$ cat src/rtl/key_debouncer_pkg.sv
// key_debouncer_pkg: shared constants and helpers for the key debouncer.
package key_debouncer_pkg;
  localparam int DEFAULT_CNT_MAX = 500000;
  function automatic int cnt_width(input int max);
    return $clog2(max);
  endfunction
endpackage

$ cat src/rtl/key_debouncer_if.sv
// key_debouncer_if: board-input / parallel-port bundle; slave is the debouncer side.
interface key_debouncer_if #(parameter int WIDTH = 4);
  logic [WIDTH-1:0] raw_in;
  logic [WIDTH-1:0] stable_out;
  logic [WIDTH-1:0] press_pulse;
  logic [WIDTH-1:0] release_pulse;
  logic [WIDTH-1:0] edge_capture;
  logic [WIDTH-1:0] edge_clear;
  logic             irq;
  modport master (output raw_in, edge_clear, input stable_out, press_pulse, release_pulse, edge_capture, irq);
  modport slave (input raw_in, edge_clear, output stable_out, press_pulse, release_pulse, edge_capture, irq);
endinterface

$ cat src/rtl/key_debouncer_channel.sv
// debounce_channel: 2-FF synchroniser, stability counter, debounced level and edge strobes.
module debounce_channel
  import key_debouncer_pkg::*;
#(
  parameter int CNT_MAX    = DEFAULT_CNT_MAX,
  parameter int ACTIVE_LOW = 1
) (
  input  logic clk,
  input  logic reset,
  input  logic raw,
  output logic stable,
  output logic press_pulse,
  output logic release_pulse,
  output logic press_set
);
  localparam int CW = cnt_width(CNT_MAX);
  localparam logic [CW-1:0] LAST = CW'(CNT_MAX - 1);
  localparam logic INV = (ACTIVE_LOW != 0);
  logic sync1, sync2, fire;
  logic [CW-1:0] cnt;
  assign fire = (sync2 != stable) && (cnt == LAST);
  assign press_set = fire & sync2;
  always_ff @(posedge clk) begin
    if (reset) begin
      sync1         <= 1'b0;
      sync2         <= 1'b0;
      stable        <= 1'b0;
      press_pulse   <= 1'b0;
      release_pulse <= 1'b0;
      cnt           <= '0;
    end else begin
      sync1         <= raw ^ INV;
      sync2         <= sync1;
      cnt           <= (sync2 == stable || fire) ? '0 : cnt + 1'b1;
      stable        <= fire ? sync2 : stable;
      press_pulse   <= fire & sync2;
      release_pulse <= fire & ~sync2;
    end
  end
endmodule

$ cat src/rtl/key_debouncer.sv
// key_debouncer: WIDTH debounced channels; sticky press capture + irq when DEBOUNCE_EDGE_CAPTURE_EN is defined.
module key_debouncer
  import key_debouncer_pkg::*;
#(
  parameter int WIDTH      = 4,
  parameter int CNT_MAX    = DEFAULT_CNT_MAX,
  parameter int ACTIVE_LOW = 1
) (
  input logic          clk,
  input logic          reset,
  key_debouncer_if.slave bus
);
  logic [WIDTH-1:0] stable, press, rel, press_set;
  for (genvar i = 0; i < WIDTH; i++) begin : g_ch
    debounce_channel #(.CNT_MAX(CNT_MAX), .ACTIVE_LOW(ACTIVE_LOW)) u_ch (
      .clk(clk),
      .reset(reset),
      .raw(bus.raw_in[i]),
      .stable(stable[i]),
      .press_pulse(press[i]),
      .release_pulse(rel[i]),
      .press_set(press_set[i])
    );
  end
  assign bus.stable_out    = stable;
  assign bus.press_pulse   = press;
  assign bus.release_pulse = rel;
`ifdef DEBOUNCE_EDGE_CAPTURE_EN
  logic [WIDTH-1:0] ec;
  // set uses the pre-edge press decision so capture lands with stable_out; set beats clear
  always_ff @(posedge clk) begin
    if (reset) ec <= '0;
    else ec <= press_set | (ec & ~bus.edge_clear);
  end
  assign bus.edge_capture = ec;
  assign bus.irq = |ec;
`else
  logic unused;
  assign unused = ^{bus.edge_clear, press_set};
  assign bus.edge_capture = '0;
  assign bus.irq = 1'b0;
`endif
endmodule

$ cat src/flat_wrapper.sv
// flat-port wrapper written by rule: the top's interface ports become plain ports
module key_debouncer_flat import key_debouncer_pkg::*;
#(
  parameter int WIDTH      = 4,
  parameter int CNT_MAX    = DEFAULT_CNT_MAX,
  parameter int ACTIVE_LOW = 1
)
  (clk, reset, bus_raw_in, bus_edge_clear, bus_stable_out, bus_press_pulse, bus_release_pulse, bus_edge_capture, bus_irq);
  key_debouncer_if #(.WIDTH(WIDTH)) bus_i ();
  input logic clk;
  input logic reset;
  input wire logic [$bits(bus_i.raw_in)-1:0] bus_raw_in;
  input wire logic [$bits(bus_i.edge_clear)-1:0] bus_edge_clear;
  output wire logic [$bits(bus_i.stable_out)-1:0] bus_stable_out;
  output wire logic [$bits(bus_i.press_pulse)-1:0] bus_press_pulse;
  output wire logic [$bits(bus_i.release_pulse)-1:0] bus_release_pulse;
  output wire logic [$bits(bus_i.edge_capture)-1:0] bus_edge_capture;
  output wire logic [$bits(bus_i.irq)-1:0] bus_irq;
  assign bus_i.raw_in = bus_raw_in;
  assign bus_i.edge_clear = bus_edge_clear;
  assign bus_stable_out = bus_i.stable_out;
  assign bus_press_pulse = bus_i.press_pulse;
  assign bus_release_pulse = bus_i.release_pulse;
  assign bus_edge_capture = bus_i.edge_capture;
  assign bus_irq = bus_i.irq;
  key_debouncer #(.WIDTH(WIDTH), .CNT_MAX(CNT_MAX), .ACTIVE_LOW(ACTIVE_LOW)) u_core (.clk(clk), .reset(reset), .bus(bus_i));
endmodule
$ cat config.mk
export PLATFORM = sky130hd
export DESIGN_NAME = key_debouncer_flat
export DESIGN_NICKNAME = d
export VERILOG_FILES = /design/src/rtl/key_debouncer_pkg.sv /design/src/rtl/key_debouncer_if.sv /design/src/rtl/key_debouncer_channel.sv /design/src/rtl/key_debouncer.sv /design/src/flat_wrapper.sv
export SDC_FILE = /design/constraint.sdc
export NUM_CORES = 1
export LEC_CHECK = 0
export ABC_AREA = 1
export CORE_ASPECT_RATIO = 1.5
export CORE_MARGIN = 3
export CORE_UTILIZATION = 50
export CTS_CLUSTER_DIAMETER = 80
export DETAILED_ROUTE_END_ITERATION = 6
export PLACE_DENSITY = 0.69
export SLEW_MARGIN = 20
export SYNTH_ARGS = -nofsm -noshare
export SYNTH_HDL_FRONTEND = slang
export SYNTH_SLANG_ARGS = --single-unit
export TNS_END_PERCENT = 50
$ cat constraint.sdc
create_clock -name clk -period 3.6 [get_ports clk]
set_input_delay 0.54 -clock clk [delete_from_list [all_inputs] [get_ports clk]]
set_output_delay 0.54 -clock clk [all_outputs]
set_load 0.005 [all_outputs]
; After elaboration in Yosys (flattened, before gate mapping)
; Cells that the tools add are included.
[totals]
reg_bits = 96
inputBits = 10
out_inout_bits = 17
[classes]
eq_ne = 12
reduce_logical = 12
n_bitwise = 16
n_addsub = 4
[op_table]
columns = cell, count
row1 = adder 19 x 1 -> 19 bit (second input constant), 4
row2 = equality test 19 bit (second input constant), 4
row3 = bitwise AND 1 bit, 8
row4 = NOT 1 bit, 8
row5 = OR reduction 2 bit, 4
row6 = equality test 1 bit, 4
row7 = logical AND 1 bit, 4
row8 = logical OR 1 bit, 4
row9 = inequality test 1 bit, 4

; Depth between registers and ports, before layout
[logic_depth]
word_depth = 4
ltp_mapped = 10
mapped_depth_nobuf = 10

; Cells and area by module
; From an unflattened synthesis, not the netlist that was laid out.
[hier_totals]
hier_cells = 702
hier_area_um2 = 4906.0
[by_module_without_submodules]
columns = mod, area_each_um2, n_inst, cells_each
row1 = debounce_channel, 1216.2, 4, 174
row2 = key_debouncer, 41.3, 1, 6

; Worst setup path before layout
; No wires, ideal clock.
[synth_path]
kind = register to register
start = register u_core.g_ch[2].u_ch.cnt[0]
end = register u_core.g_ch[2].u_ch.cnt[12]
period_less_slack_ps = 1418
path_stages_with_launch = 8
path_buffers = 1
t_required_ps = 3485
t_arrival_ps = 1303
setup_slack_ps = 2182
cell_sequence = dfxtp_1 ha_1 nand3_2 clkinv_2 nand3_2 o21ai_4 buf_12 nor2_2
[synth_via]
elab_chain_cells = 4
word_cells_on_any_way = 5
[synth_lines]
columns = item, line
row1 = start: declaration, key_debouncer_channel.sv:20  ; logic [CW-1:0] cnt;
row2 = start signal: assignment, key_debouncer_channel.sv:34  ; cnt <= (sync2 == stable || fire) ? '0 : cnt + 1'b1;
row3 = "parallel branches: the longest is 4 deep, another holds adder 19 x 1 -> 19 bit", n/a
; Several ways; the timed one is not identified.
; A chain may end at the register's enable or synchronous reset.

; Final worst setup path
[layout_path]
start = register u_core.g_ch[0].u_ch.stable
end = output bus_stable_out[0]
[layout_lines]
columns = item, line
row1 = start: declaration, key_debouncer_channel.sv:11  ; output logic stable,
row2 = start signal: assignment, key_debouncer_channel.sv:35  ; stable <= fire ? sync2 : stable;
row3 = end: declaration, flat_wrapper.sv:14  ; output wire logic [$bits(bus_i.stable_out)-1:0] bus_stable_out;
; No word-level cell between the ends.

==> flow_summary.toml <==
[setup_path]
worstSetupStartpoint = "u_core.g_ch[0].u_ch.stable"
cp_slowest_cell = "clkdlybuf4s50_1"
r2r_end = "u_core.g_ch[2].u_ch.cnt[18]"
regToRegStartpoint = "u_core.g_ch[2].u_ch.cnt[0]"
critical_path.cell_chain = "clkdlybuf4s50_1"
crit_type = "reg -> out"
reg2regPathDepth = 6
arrival_ps = 1250
end_kind = "primary output"
crit_fanout = 3
ff2ff_setup_slack_ps = 1850
required_ps = 3060
start_kind = "flip-flop"
path_buf_inv = 1
max_stage_delay_ps = 520
crit_family = "buffers and inverters"

[yosys]
synth_cells = 703
syn-cell-area_um2 = 4830
ys_seq_area_share_pct = 39.8
synth_warnings = 0
syn_area_per_cell_um2 = 6.87
ys_ff_latch = 96
synth_cell_type_count = 31

[route]
totalWireLength_um = 9240
drcViolationCount = 0
drt_iter0_drc = 177
ant_nets = 0
viasPerCell = 4.93
dr.pass1.iters = 4
wire_per_inst_um = 11.1
vias = 4088

[sta]
relSlewSlack_pct = 59.9
hold_violations = 0
grt_setup_unrepaired = "no"
period_share_pct = 49.7
slew_violations = 0
period_needed_ps = 1790
fmax_ghz = 0.559
fin_skew_ps = 5.96
worstMarginPinSlew_ps = 599
setup_tns_ps = 0
setup_viol = 0

[power_and_ir_drop]
max-vdd-ir-drop_uv = 305
p_per_area_nw_per_um2 = 379
p_leak_nw = 1.76

[clocking]
numCtsBuffers = 9
post-cts-setup-buffers = 0
path_clk_slew_ps = 70
cts_resized = 0
cts-root-buf = "clkbuf_16"
htree_num_levels = 3
cts_tree = "done"
clock_latency_ps = 340
cts_hold_buffers = 0
cts_num_sinks = 96
clockBufferDepth = 2

[global_route]
antenna_found_initial = 0
grt.overflow.total = 0
grt_pass1_wl_um = 16200
grtUsageTotal_pct = 18.1
grt_max_degree = 18
grt_pass1_vias = 3961

[layout]
nets = 727
regArea_um2 = 1920
drive_gt1_share_pct = 7.80
n_antenna_cell = 0
utilization_pct = 56.3
multi_input_comb_area_um2 = 2380
final_cell_mix = "170 x nand2_1, 138 x nor2_1, 96 x dfxtp_1, 90 x inv_1, 38 x nand3_1"
syn2layout_area_growth_pct = 8.58
mostFrequentLayoutCell = "nand2_1"
fillers = 903

[place]
place_congestion = 0.874
dpl.hpwl_um = 6840
portBuffers = 17

[floorplanning]
io_pins = 27
rows = 43
initial_utilization_pct = 51.9
dieArea_um2 = 10900
fp.dieH_um = 126
die_width_um = 86.2
coreArea_um2 = 9310

[outcome]
status = "finished, final reports clean"

[hold_path]
hold_start = "u_core.g_ch[0].u_ch.sync1"
hold_end = "u_core.g_ch[0].u_ch.sync2"
hp-class = "reg -> reg"
min_delay_path_depth = 2

[flow_run]
drv_cap = 0
-- where the power goes --
part	switching, W	internal [W]	total (W)
Clock	0.000400	0.000485	0.000885
Combinational	0.0000178	0.0000102	0.0000280
Sequential	0.00000450	0.00107	0.00107
Total	0.000422	0.00156	0.00198
-- how the worst max path moves through the flow --
stage	to	cells after the start
floorplan	u_core.g_ch[2].u_ch.cnt[12]	7
global placement	u_core.g_ch[1].u_ch.cnt[16]	6
detailed placement	u_core.g_ch[1].u_ch.cnt[15]	6
CTS	u_core.g_ch[1].u_ch.cnt[15]	6
global route	u_core.g_ch[1].u_ch.cnt[15]	6
finish	bus_stable_out[0]	1
-- cell usage after synthesis (all sizes together) --
cell type / n / share of area [%]
nand2: 175 / 14
nor2: 161 / 14
dfxtp: 96 / 40
inv: 92 / 7.2
nand3: 43 / 5.0
a21oi: 31 / 3.3
xor2: 23 / 4.2
buf: 22 / 3.9
xnor2: 13 / 2.4
nand4: 11 / 1.4
o21ai: 11 / 1.4
nor3: 8 / 0.93
or2: 6 / 0.78
nand3b: 5 / 0.78
ha: 4 / 1.0
clkinv: 1 / 0.10
conb: 1 / 0.078
-- through the flow --
| stage | cell area [um^2] | std cells | hold slack, ps | power [W] | setup slack [ps] |
|---|---|---|---|---|---|
| final | 5240 | 830 | 407 | 0.00198 | 1810 |
| after detailed placement | 4970 | 814 | 408 | 0.00112 | 1410 |
| after global placement | 4970 | 814 | 407 | 0.00112 | 1440 |
| after CTS | 5240 | 830 | 410 | 0.00201 | 1760 |
| after global routing | 5240 | 830 | 444 | 0.00205 | 1590 |
| after floorplan | 4840 | 707 | 388 | 0.00112 | 2180 |
-- layer usage --
metal,wire length [um],up-vias,GRT usage (%)
met3,260,22,4.22
met1,4000,1852,20.2
met2,4710,60,32.1
met5,0,-,0
li1,-,2154,-
met4,264,0,8.17
-- registers in the layout, indices dropped and copies added, names as in the netlist --
signal	flops
u_core.g_ch.u_ch.cnt	76
u_core.g_ch.u_ch.press_pulse	4
u_core.g_ch.u_ch.release_pulse	4
u_core.g_ch.u_ch.stable	4
u_core.g_ch.u_ch.sync1	4
u_core.g_ch.u_ch.sync2	4
-- logic make-up (layout without fill, tap and decap cells) --
kind of cell | count (synthesis) | after routing | synth area share [%]
flops | 96 | 96 | 39.8
other cells | 1 | 5 | 0.0777
buf+inv | 115 | 126 | 11.1
xor+xnor | 36 | 36 | 6.53
simple gates | 409 | 409 | 36.8
fa+ha+maj | 4 | 4 | 1.04
compound gates | 42 | 42 | 4.66
-- final cells by class --
cell class	instances	share of cell area [%]
Multi-Input combinational cell	496	45.5
Sequential cell	96	36.7
Inverter	93	6.68
Clock buffer	11	4.63
Timing Repair Buffer	17	3.25
Tap cell	112	2.67
Clock inverter	5	0.621
Power figures use the tool's default switching activity.
